--- src/rtl/layer_pkg.sv ---
// Shared types and elaboration-time helpers for the fully-connected layer controller.
package layer_pkg;

    typedef enum logic [2:0] {
        IDLE,
        LOAD,
        COMPUTE,
        DRAIN,
        OUTPUT
    } state_t;

    // Width of a counter/address that must index `count` distinct values (never below 1 bit).
    function automatic int ctr_width(input int count);
        return (count <= 2) ? 1 : $clog2(count);
    endfunction

    function automatic int rounds(input int m, input int p);
        return m / p;
    endfunction

    function automatic int x_addr_width(input int n);
        return ctr_width(n);
    endfunction

    function automatic int w_addr_width(input int m, input int n, input int p);
        return ctr_width(rounds(m, p) * n);
    endfunction

    function automatic int out_sel_width(input int p);
        return ctr_width(p);
    endfunction

endpackage

--- src/rtl/layer_ctr.sv ---
// Terminal-count counter: counts 0..COUNT-1 and returns to 0 when enabled at the last value.
module layer_ctr
    import layer_pkg::*;
#(
    parameter int COUNT = 2,
    localparam int W = ctr_width(COUNT)
) (
    input  logic         clk,
    input  logic         reset,
    input  logic         clear,
    input  logic         en,
    output logic [W-1:0] count,
    output logic         at_max
);

    assign at_max = (count == W'(COUNT - 1));

    always_ff @(posedge clk or negedge reset) begin
        if (!reset) begin
            count <= '0;
        end else if (clear) begin
            count <= '0;
        end else if (en) begin
            count <= at_max ? '0 : count + W'(1);
        end
    end

endmodule

--- src/rtl/layer_ctrl.sv ---
// Sequencer for a layer_M_N_P_T datapath: loads N inputs, runs M/P MAC rounds of N cycles,
// then streams the P lane results of each round through the output mux.
module layer_ctrl
    import layer_pkg::*;
#(
    parameter int M = 5,
    parameter int N = 2,
    parameter int P = 1,
    parameter int T = 9,
    localparam int ROUNDS = rounds(M, P),
    localparam int XAW    = x_addr_width(N),
    localparam int WAW    = w_addr_width(M, N, P),
    localparam int OSW    = out_sel_width(P),
    localparam int RW     = ctr_width(ROUNDS)
) (
    input  logic           clk,
    input  logic           reset,
    input  logic           s_valid,
    output logic           s_ready,
    output logic           m_valid,
    input  logic           m_ready,
    output logic           x_we,
    output logic [XAW-1:0] x_addr,
    output logic [WAW-1:0] w_addr,
    output logic           mac_en,
    output logic           mac_first,
    output logic [OSW-1:0] out_sel
);

    if (T < 1 || N < 1 || P < 1 || M < P || (M % P) != 0) begin : g_param_check
        $error("layer_ctrl: illegal parameter set");
    end

    state_t state;
    state_t next_state;

    logic [XAW-1:0] k_cnt;
    logic [RW-1:0]  r_cnt;
    logic [OSW-1:0] lane_cnt;
    logic           k_max;
    logic           r_max;
    logic           lane_max;
    logic           k_en;
    logic           r_en;
    logic           lane_en;
    logic           ctr_clr;

    layer_ctr #(.COUNT(N)) u_k_ctr (
        .clk    (clk),
        .reset  (reset),
        .clear  (ctr_clr),
        .en     (k_en),
        .count  (k_cnt),
        .at_max (k_max)
    );

    layer_ctr #(.COUNT(ROUNDS)) u_r_ctr (
        .clk    (clk),
        .reset  (reset),
        .clear  (ctr_clr),
        .en     (r_en),
        .count  (r_cnt),
        .at_max (r_max)
    );

    layer_ctr #(.COUNT(P)) u_lane_ctr (
        .clk    (clk),
        .reset  (reset),
        .clear  (ctr_clr),
        .en     (lane_en),
        .count  (lane_cnt),
        .at_max (lane_max)
    );

    always_ff @(posedge clk or negedge reset) begin
        if (!reset) begin
            state <= IDLE;
        end else begin
            state <= next_state;
        end
    end

    // Counters return to 0 on their own at terminal count, so only IDLE needs an explicit clear.
    always_comb begin
        next_state = state;
        s_ready    = 1'b0;
        m_valid    = 1'b0;
        x_we       = 1'b0;
        x_addr     = '0;
        w_addr     = '0;
        out_sel    = '0;
        k_en       = 1'b0;
        r_en       = 1'b0;
        lane_en    = 1'b0;
        ctr_clr    = 1'b0;

        case (state)
            IDLE: begin
                ctr_clr    = 1'b1;
                next_state = LOAD;
            end

            LOAD: begin
                s_ready = 1'b1;
                x_addr  = k_cnt;
                if (s_valid) begin
                    x_we = 1'b1;
                    k_en = 1'b1;
                    if (k_max) begin
                        next_state = COMPUTE;
                    end
                end
            end

            COMPUTE: begin
                x_addr = k_cnt;
                w_addr = WAW'(int'(r_cnt) * N + int'(k_cnt));
                k_en   = 1'b1;
                if (k_max) begin
                    next_state = DRAIN;
                end
            end

            DRAIN: begin
                next_state = OUTPUT;
            end

            OUTPUT: begin
                m_valid = 1'b1;
                out_sel = lane_cnt;
                if (m_ready) begin
                    lane_en = 1'b1;
                    if (lane_max) begin
                        r_en       = 1'b1;
                        next_state = r_max ? LOAD : COMPUTE;
                    end
                end
            end

            default: begin
                next_state = IDLE;
            end
        endcase
    end

    // Memory reads take one cycle, so MAC strobes trail the COMPUTE address phase by one cycle.
    always_ff @(posedge clk or negedge reset) begin
        if (!reset) begin
            mac_en    <= 1'b0;
            mac_first <= 1'b0;
        end else begin
            mac_en    <= (state == COMPUTE);
            mac_first <= (state == COMPUTE) && (k_cnt == '0);
        end
    end

endmodule

--- config.mk ---
export PLATFORM = sky130hd
export DESIGN_NAME = layer_ctrl
export DESIGN_NICKNAME = d
export VERILOG_FILES = /design/src/rtl/layer_pkg.sv /design/src/rtl/layer_ctr.sv /design/src/rtl/layer_ctrl.sv
export SDC_FILE = /design/constraint.sdc
export NUM_CORES = 1
export LEC_CHECK = 0
export CAP_MARGIN = 20
export CELL_PAD_IN_SITES_DETAIL_PLACEMENT = 1
export CELL_PAD_IN_SITES_GLOBAL_PLACEMENT = 2
export CORE_UTILIZATION = 25
export CTS_CLUSTER_SIZE = 10
export DETAILED_ROUTE_END_ITERATION = 10
export MAX_ROUTING_LAYER = met4
export PLACE_DENSITY = 0.7
export SLEW_MARGIN = 20
export SYNTH_ARGS = -nofsm -noshare
export SYNTH_HDL_FRONTEND = slang
export SYNTH_SLANG_ARGS = --single-unit
--- constraint.sdc ---
create_clock -name clk -period 1.1 [get_ports clk]
set_input_delay 0.275 -clock clk [delete_from_list [all_inputs] [get_ports clk]]
set_output_delay 0.275 -clock clk [all_outputs]
set_load 0.005 [all_outputs]
==> out/qor.txt <==
Status: finished, violations left
Failing checks: setup timing
TritonCTS Buffers: 3
Initial Util: 27.19%
Initial antenna violation count: 0
Post-Syn Area: 613.1 um2
Fin. Hold Viols: 0
Fin. max-slew vios: 0
Pre-Repair DR Iteration Count: 4
Number of synthesized register bits: 9
Final #Nets: 109
Pwr dens: 2523 nW/um2
CTS tree: yes
Gr ovfl total: 0
Post-synthesis sequential area ratio: 36.73%
Max-cap violations: 0
Place WS: -554.6 ps
Cts-stage hold buffer count: 0
Total power: 2585 uW
Clk buf depth: 2
Die Wd: 51.52 um
Final setup viols: 15
RSZ-0062 raised after global routing: yes
GP Congestion: 0.6905
H-tree Lvls: 1
Post-DP Area: 868.3 um2
WP buf/inv: 3
Setup Skew: 4.226 ps
CP max stage delay: 390 ps
Global-route wire length before repair: 2946 um
Post-route minimum period: 1597 ps
Crit path kind: flip-flop to output port
Internal Pwr Total: 1617 uW
Rows: 17
Reg power frac: 20.9%
Multi-input logic area: 372.9 um2
I/O pins: 15
Slowest CP cell: dfrtp_1
CP delay by family, top: flip-flops
Gr usage total: 16.22%
Ys async rst share: 100.0%
Sw Ratio: 37.47%
Share of post-route cells with drive strength above 1: 54.90%
Clock power frac: 10.0%
Syn-to-layout area delta: 67.14%
CP Max Fanout: 3
CP arrival: 1320 ps
Final HPWL DP: 1234 um
Starting DRT DRC Count: 6
HP Class: input port to async pin
Clk_lat worst skew: 260 ps
Avg Cell Area, Syn: 9.732 um2
Logic pwr share: 69.1%
Port Buffers: 13
Leakage: 0.0005041 uW
Sw power: 968.5 uW
VDD IR max: 0.9170 mV
Crit path launch type: flip-flop
Detail Route Antenna Nets: 0
Wire length per cell: 13.14 um
Reg clk slew, reported paths: 70 ps
Setup crit end kind: output port
Die area: 2654 um2
Ys Warns: 0
DRC: 0
Stages on the worst setup path: 5
Post-route cell area: 1025 um2
Clock root cell: clkbuf_4
Filler Cell Count: 272
Cell mode on critical path: buf_6
FMAX: 0.6260 GHz
Cells after Synth: 63
# diodes: 0
Final Cycle Share: 145.2%
Post-synth EDFFs: 0
Core area: 2255 um2
Post-synth cell types: 33
Crit-path cells: nor2b_4, buf_6, buf_6, and3_4, buf_6
Storage element area: 226.5 um2
Worst EP required: 820 ps
Vias: 608
Vias in the first global route: 624
Reg2reg path depth: 6
Syn nets: 69
Die Y: 51.52 um
CTS Sinks: 9
DRT Wirelength: 1708 um
Pin count of the biggest net entering global routing: 10
Worst setup margin: -497.4 ps
Top FF cell, synth: dfrtp_1
Via/cell ratio: 4.677
## flip-flops by register name, indices dropped and copies added (netlist names)
register,flops
state,3
u_k_ctr.at_max,1
mac_en,1
u_r_ctr.count,3
mac_first,1
## repair_timing
action                     in CTS  in global routing
pin swaps                      11                  5
cloned                          0                  0
setup endpoints to repair      18                 15
resized for setup              55                  7
hold endpoints to repair        0                  0
buffers inserted               10                  2
## worst paths after layout
kind	to	from	slack (ps)
worst max-delay path	w_addr[3]	state[1]	-500
worst min-delay path	u_k_ctr.at_max	reset	310
worst max register to register	u_r_ctr.count[0]	state[2]	-230
worst min register to register	mac_first	u_k_ctr.at_max	510
max in group asynchronous	state[2]	reset	630
min in group clk	mac_first	u_k_ctr.at_max	510
## Yosys cell counts, drive strengths merged (2+ instances only)
cell,count,share of area [%]
inv,4,2.9
buf,5,6.9
nor2b,4,4.5
a21oi,3,3.1
dfrtp,9,37
nor3b,2,5.1
nor3,3,3.3
ha,2,4.1
nand3,4,3.3
nand2,5,3.5
and2,3,3.5
o21ai,5,4.1
and3,4,4.1
## cells in the final DEF (no fill, tap or decap), types with 2 or more instances in the layout
cell / instances
a21oi_1: 2
and2_1: 2
and3_1: 2
and3_4: 2
buf_2: 7
buf_4: 16
buf_6: 13
clkbuf_4: 3
clkdlybuf4s50_1: 3
dfrtp_1: 8
ha_1: 2
inv_1: 3
nand2_1: 4
nand3_1: 4
nor2b_1: 3
nor3b_4: 2
o21ai_1: 3
## power groups by stage
stage               clock network (uW)  logic (uW)  registers, uW
global placement                     0        1280            558
detailed placement                   0        1300            574
finish                             258        1790            541
floorplan                            0         808            525
CTS                                276        1640            542
global route                       293        1950            551
## per-stage QoR
stage               TNS, ps  cells  hold slack [ps]  utilization (%)
global placement      -5327    115            495.5            38.51
CTS                   -4688    128            306.6            43.40
detailed placement    -5610    115            512.4            38.51
finish                -4464    130            307.6            45.45
floorplan            -72.11     63           -20.59                -
global route          -5349    130            318.6            45.45
## cells by family after synthesis
group | count (synthesis) | synth area share [%]
simple gates | 29 | 33.27
compound gates | 13 | 15.51
fa+ha+maj | 2 | 4.081
other cells | 1 | 0.6117
flops | 9 | 36.74
buf+inv | 9 | 9.795
## routing by layer
layer  wire length (um)  up-vias  track usage (%)
li1                   -      298                -
met1                700      298            17.57
met2                928       10            28.57
met3                 59        2            2.632
met4                 19        0            8.108
met5                  0        -                -
## final cells by class
| type | instances | share of cell area, % |
|---|---|---|
| well taps | 28 | 3.419 |
| inverters | 4 | 1.709 |
| flip-flops and latches | 9 | 22.10 |
| repair buffers | 40 | 33.82 |
| clock buffers | 4 | 2.564 |
| multi-input cells | 45 | 36.39 |
Note: power is estimated with default switching activity, not from simulation.
